`src/rtl/pipeline_hazard_ctrl.sv`:
```
// Pipeline sequencing controller: decides advance/hold/bubble for the PC and the four
// pipeline latches, tracks the halted state and keeps saturating stall/flush counters.
module pipeline_hazard_ctrl #(
  parameter int CNT_W = 16
) (
  input  logic             CLK,
  input  logic             nRST,
  input  logic             ihit,
  input  logic             dhit,
  input  logic             exmem_dmemREN,
  input  logic             exmem_dmemWEN,
  input  logic             idex_dmemREN,
  input  logic [4:0]       idex_rt,
  input  logic [4:0]       ifid_rs,
  input  logic [4:0]       ifid_rt,
  input  logic             branch_taken,
  input  logic             halt_wb,
  output logic             pc_en,
  output logic             ifid_en,
  output logic             idex_en,
  output logic             exmem_en,
  output logic             memwb_en,
  output logic             ifid_flush,
  output logic             idex_flush,
  output logic             exmem_flush,
  output logic             halted,
  output logic [CNT_W-1:0] stall_count,
  output logic [CNT_W-1:0] flush_count
);

  typedef enum logic {
    RUN    = 1'b0,
    HALTED = 1'b1
  } state_t;

  state_t state, next_state;

  logic mem_busy;
  logic load_use;
  logic freeze;
  logic flush_evt;
  logic stall_evt;

  assign mem_busy = (exmem_dmemREN | exmem_dmemWEN) & ~dhit;
  assign load_use = idex_dmemREN & (idex_rt != 5'd0) &
                    ((idex_rt == ifid_rs) | (idex_rt == ifid_rt));
  assign freeze   = mem_busy | ~ihit;

  always_comb begin
    // NOTE: every signal driven here gets a default first, so no path can infer a latch.
    next_state  = state;
    pc_en       = 1'b0;
    ifid_en     = 1'b0;
    idex_en     = 1'b0;
    exmem_en    = 1'b0;
    memwb_en    = 1'b0;
    ifid_flush  = 1'b0;
    idex_flush  = 1'b0;
    exmem_flush = 1'b0;
    flush_evt   = 1'b0;

    if (state == HALTED || halt_wb) begin
      next_state = HALTED;
    end else if (nRST && !freeze) begin
      if (branch_taken) begin
        // MEM instruction retires; the three younger wrong-path instructions become nops.
        pc_en       = 1'b1;
        ifid_en     = 1'b1;
        idex_en     = 1'b1;
        exmem_en    = 1'b1;
        memwb_en    = 1'b1;
        ifid_flush  = 1'b1;
        idex_flush  = 1'b1;
        exmem_flush = 1'b1;
        flush_evt   = 1'b1;
      end else if (load_use) begin
        idex_en     = 1'b1;
        idex_flush  = 1'b1;
        exmem_en    = 1'b1;
        memwb_en    = 1'b1;
      end else begin
        pc_en       = 1'b1;
        ifid_en     = 1'b1;
        idex_en     = 1'b1;
        exmem_en    = 1'b1;
        memwb_en    = 1'b1;
      end
    end
  end

  assign stall_evt = (state == RUN) & ~halt_wb & ~pc_en;
  assign halted    = (state == HALTED);

  always_ff @(posedge CLK or negedge nRST) begin
    if (!nRST) begin
      state       <= RUN;
      stall_count <= '0;
      flush_count <= '0;
    end else begin
      // NOTE: registered state uses non-blocking assignments so all flops update together.
      state <= next_state;
      if (stall_evt && stall_count != '1) stall_count <= stall_count + CNT_W'(1);
      if (flush_evt && flush_count != '1) flush_count <= flush_count + CNT_W'(1);
    end
  end

endmodule

```
`config.mk`:
```
export PLATFORM = sky130hd
export DESIGN_NAME = pipeline_hazard_ctrl
export DESIGN_NICKNAME = d
export VERILOG_FILES = /design/src/rtl/pipeline_hazard_ctrl.sv
export SDC_FILE = /design/constraint.sdc
export NUM_CORES = 1
export LEC_CHECK = 0
export ABC_AREA = 1
export ABC_CLOCK_PERIOD_IN_PS = 1900
export CAP_MARGIN = 20
export CORE_MARGIN = 8
export CORE_UTILIZATION = 49
export CTS_BUF_LIST = sky130_fd_sc_hd__clkbuf_2 sky130_fd_sc_hd__clkbuf_4 sky130_fd_sc_hd__clkbuf_8
export DETAILED_ROUTE_END_ITERATION = 10
export PLACE_DENSITY = 0.83
export SYNTH_ARGS = -nofsm -noshare
export SYNTH_HDL_FRONTEND = slang
export SYNTH_SLANG_ARGS = --single-unit
```
`constraint.sdc`:
```
create_clock -name CLK -period 1.9 [get_ports CLK]
set_clock_uncertainty 0.1 [all_clocks]
set_input_delay 0.19 -clock CLK [delete_from_list [all_inputs] [get_ports CLK]]
set_output_delay 0.19 -clock CLK [all_outputs]
set_load 0.02 [all_outputs]
```
# --- Yosys cells after proc, flatten, opt, wreduce, memory -nomap -nowiden ---
# Cells that the tools add are included.
totals:
  register_bits: 33
  in_bits: 24
  out_inout_bits: 41
  word_cells: 41
classes:
  addsub: 2
  n_eq_ne: 4
  mux: 13
  bitwise: 13
  reduce_logical: 6
op_table:
  columns: ["cell", "count"]
  rows:
  - ["$add A16 B1 Y16 const B", 2]
  - ["$ne A16 B16 Y1 const B", 2]
  - ["$mux W1", 13]
  - ["$eq A5 B5 Y1", 2]
  - ["$and A1 B1 Y1", 5]
  - ["$not A1 Y1", 5]
  - ["$reduce_bool A5 Y1", 1]
  - ["$logic_and A1 B1 Y1", 3]
  - ["$or A1 B1 Y1", 3]
  - ["$logic_not A1 Y1", 1]
  - ["$logic_or A1 B1 Y1", 1]

# --- Longest topological paths before layout ---
logic_depth:
  ltp_word: 10
  ltp_mapped: 12
  depth_no_buf: 11

# --- Least setup slack after synthesis ---
# Ideal clock, no wire load.
synth_path:
  kind: "reg2reg"
  from: "reg stall_count[0]"
  to: "reg stall_count[2]"
  setup_time_ns: 0.118
  t_arrival_ns: 1.696
  required_ns: 1.682
  slack_ns: -0.014
  path_stages_with_launch: 10
  n_path_buf: 1
  synth_period_minus_slack_ns: 1.914
  path_cell_list: "dfrtp_1 ha_1 nand2_2 nor3_4 nand4_2 nor2_4 inv_2 buf_6 nand4_1 nand2_1"
synth_between:
  elab_chain_cells: 2
  word_cells_on_any_way: 3
  classes_between: "add/sub: 1; eq/ne: 1; reduce/logical: 1"
synth_rtl:
  columns: ["item", "line", "text"]
  rows:
  - ["from (decl)", "27", "output logic [CNT_W-1:0] stall_count,"]
  - ["from (signal assigned)", "102", "if (stall_evt && stall_count != '1) stall_count <= stall_count + CNT_W'(1);"]
  - ["branches (longest 2 deep; another with $add A16 B1 Y16)", null, null]
# Parallel ways; which one is timed is not known.
# A chain may end at the register's enable or synchronous reset.

# --- Worst setup path after layout ---
layout_path:
  from: "in idex_rt[1]"
  to: "out idex_flush"
layout_between:
  elab_chain_cells: 7
  word_cells_on_any_way: 10
  classes_between: "eq/ne: 2; mux: 4; bitwise: 3; reduce/logical: 1"
layout_rtl:
  columns: ["item", "line", "text"]
  rows:
  - ["from (decl)", "13", "input logic [4:0] idex_rt,"]
  - ["$eq A5 B5 Y1 / $reduce_bool A5 Y1 (equally long branches)", "46, 45", null]
  - ["$or A1 B1 Y1 / $and A1 B1 Y1 (equally long branches)", "46, 45", null]
  - ["$and A1 B1 Y1 (*)", "45", "assign load_use = idex_dmemREN & (idex_rt != 5'd0) &"]
  - ["$mux W1 (*)", "76", "end else if (load_use) begin"]
  - ["$mux W1 (*)", "65", "if (branch_taken) begin"]
  - ["$mux W1 (*)", "64", "end else if (nRST && !freeze) begin"]
  - ["$mux W1 (*)", "62", "if (state == HALTED || halt_wb) begin"]
  - ["to (decl)", "24", "output logic idex_flush,"]
# Every way passes the cells marked *; elsewhere a longest branch is shown, timed or not.

==> metrics.txt <==
Vias/cell between 5 and 6; syn_area_per_cell 7.29 um^2; clock sink count 33; FF+latch count, synth 33; worst-skew pair later-pin latency 0.29 ns; multi-input logic area between 1000 and 1500 um^2; worst slew pin tran a little over 0.4 ns; Area after DPL between 2000 and 3000 um^2; io pins 65; die area between 6000 and 7000 um^2; reg2reg start flush_count[0]; Num CTS Buffers 5; Post-Syn Area 2180 um^2; cts hold-fix bufs 0; Final Net Count ~400; Post-Syn Nets 325; gr usage total 0.174; most frequent cell after synthesis nand2_1; Initial Util 0.504; max-slew violation count 0; Relative slew margins 0.725; wirelength, routed between 5 and 6 mm; Die Wd a little over 80 um; final worst path period need between 1.5 and 2 ns; Peak VDD IR ~0.37 mV; outcome completed; commonest cells in the synthesized netlist nand2_1 (93), dfrtp_1 (33), nor2_1 (27), inv_1 (26), nand3_1 (22); clk buf depth 2; Die Height 82.7 um; ranking of synthesized cells by area dfrtp_1 (38%), nand2_1 (16%), nand4_1 (6.0%); number of synthesized flops with an enable pin 0; fillers 369; Main synth FF type dfrtp_1; proportion of layout cells with a drive suffix above 1 0.132; Register-to-Register Setup Slack roughly 0.12 ns; Worst Setup End Kind output port; P per Cell Area between 400 and 500 nW/um^2; cell count of the worst reg-to-reg path 7; Synthesis Warnings 0; first-pass GRT wire length between 9 and 10 mm; max_cap viols 0; maximum clock rate roughly 550 MHz; # diodes 0; FF-to-FF End flush_count[8]; largest net degree at the start of global routing 34; Cell Chain, Critical Path clkdlybuf4s50_1 -> inv_2 -> nand2_1 -> nand2_1 -> nor2_1 -> nand3_1 -> nand2_2 -> nand2_1 -> a21oi_1 -> buf_4; row cnt 24; Congestion Overflow GR 0; post-layout util 0.702; RSZ-0062 raised after global routing true; GPL Wtd Cong roughly 0.9; Critical Path RT approximately 1.6 ns; Synth top area share 0.379; Unique masters post-synth 28; DRC viols 0; Reg clk slew, reported paths about 0.070 ns; Storage cell area between 800 and 900 um^2; Setup-failing EPs final 0; post-synth top area cell dfrtp_1; slowest CP cell clkdlybuf4s50_1; vias in the first global route 2,140; count of input and output buffers 64; leakage power roughly 1.5 nW; Final ANT Viol Nets 0; clock root buffer clkbuf_8; H-Tree Depth 2; Syn Inst Count 299; worst hold path type input port to async pin; sequential share of the synthesized area 0.379; Syn-to-layout area delta 39.2%; core area 4320 um^2; Crit Path Max Fanout 3; Final Hold Fails 0; Setup Crit Path Kind input port to output port; routed length per instance ~13 um; CP max stage delay between 0.5 and 0.6 ns; Total Power between 1 and 1.5 mW; antenna violations before repair 0; TritonCTS clock tree built; DRT iter0 DRCs about 150; hpwl dp between 4 and 5 mm; CP Launch Type input port; Pre-Repair DR Iteration Count 5; Crit path arrival time roughly 1.5 ns; CP dominant cell by count nand2_1; final cycle utilization of the critical path 0.955; async set-reset flop share out of synthesis 1.00; Final Instance Area between 3000 and 4000 um^2; via count 2,206
[area by class of cell]
| class | count | share of cell area |
|---|---|---|
| Timing Repair Buffer | 82 | 0.253 |
| Tap cell | 52 | 0.0214 |
| Sequential cell | 33 | 0.272 |
| Clock inverter | 3 | 0.00577 |
| Inverter | 35 | 0.0433 |
| Clock buffer | 5 | 0.0227 |
| Multi-Input combinational cell | 220 | 0.382 |
[sequential cells by signal, indices dropped and copies added, names as in the netlist]
signal and cells:
flush_count 16, stall_count 16, halted 1
[routing by layer]
metal / global-route usage / routed length, um / vias up
met3: 0.0455 / 373 / 9
met2: 0.299 / 2840 / 74
met5: 0 / 0 / -
met4: 0.0586 / 83 / 0
met1: 0.204 / 2470 / 1012
li1: - / - / 1111
[where the power goes]
group	total (mW)	switching, mW	leakage (nW)	internal [mW]
Sequential	0.710	0.00284	0.453	0.707
Combinational	0.152	0.0747	0.977	0.0774
Clock	0.519	0.266	0.0439	0.253
[worst max-delay path by stage]
stage,startpoint,endpoint,slack [ns],cells past startpoint
after global routing,nRST,ifid_flush,-0.01,6
after floorplan,stall_count[1],stall_count[2],0.04,9
after global placement,idex_rt[3],ifid_en,-0.30,9
final,idex_rt[1],idex_flush,0.09,10
after detailed placement,idex_rt[0],idex_flush,-0.36,10
after CTS,idex_rt[1],idex_flush,0.008,10
[stage by stage]
| stage | setup WS, ns | setup TNS [ns] | hold WS, ns | std cells |
|---|---|---|---|---|
| global placement | -0.301 | -4.61 | 0.378 | 422 |
| floorplan | 0.0379 | 0 | -0.206 | 299 |
| global route | -0.0119 | -0.0364 | 0.308 | 430 |
| CTS | 0.00819 | 0 | 0.269 | 430 |
| detailed placement | -0.355 | -5.47 | 0.392 | 422 |
| finish | 0.0861 | 0 | 0.234 | 430 |
[worst max-delay path, delay by kind of cell]
family | cells | cell delay (ns)
compound gates | 1 | 0.12
buf+inv | 3 | 0.73
simple gates | 6 | 0.48
[logic make-up after synthesis]
| family | Yosys count | synth area share |
|---|---|---|
| AOI/OAI and AO/OA | 4 | 0.00918 |
| xor gates and xnor gates | 25 | 0.100 |
| adders and majority gates | 2 | 0.0115 |
| buffers and inverters | 46 | 0.0993 |
| DFF | 33 | 0.379 |
| and+or+nand+nor | 189 | 0.401 |
[layout by cell type, fill, tap and decap left out, drive strengths merged]
master         count
or2                1
inv               32
nand3             23
dlymetal6s2s       2
dlygate4sd2        7
nand3b             3
clkinv             5
buf               21
nand2             96
a21oi              1
xnor2             12
clkbuf             5
o21ai              3
nand4             22
dfrtp             33
clkinvlp           1
xor2              13
ha                 2
nor4               1
nor3              12
nor2              31
clkdlybuf4s50     52
[timing repair]
item	4_1_cts	5_1_grt
setup endpoints to repair	8	23
cloned	0	0
setup buffers	0	0
gates resized for setup	18	10
hold endpoints to repair	0	0
Note: power is estimated with default switching activity, not from simulation.
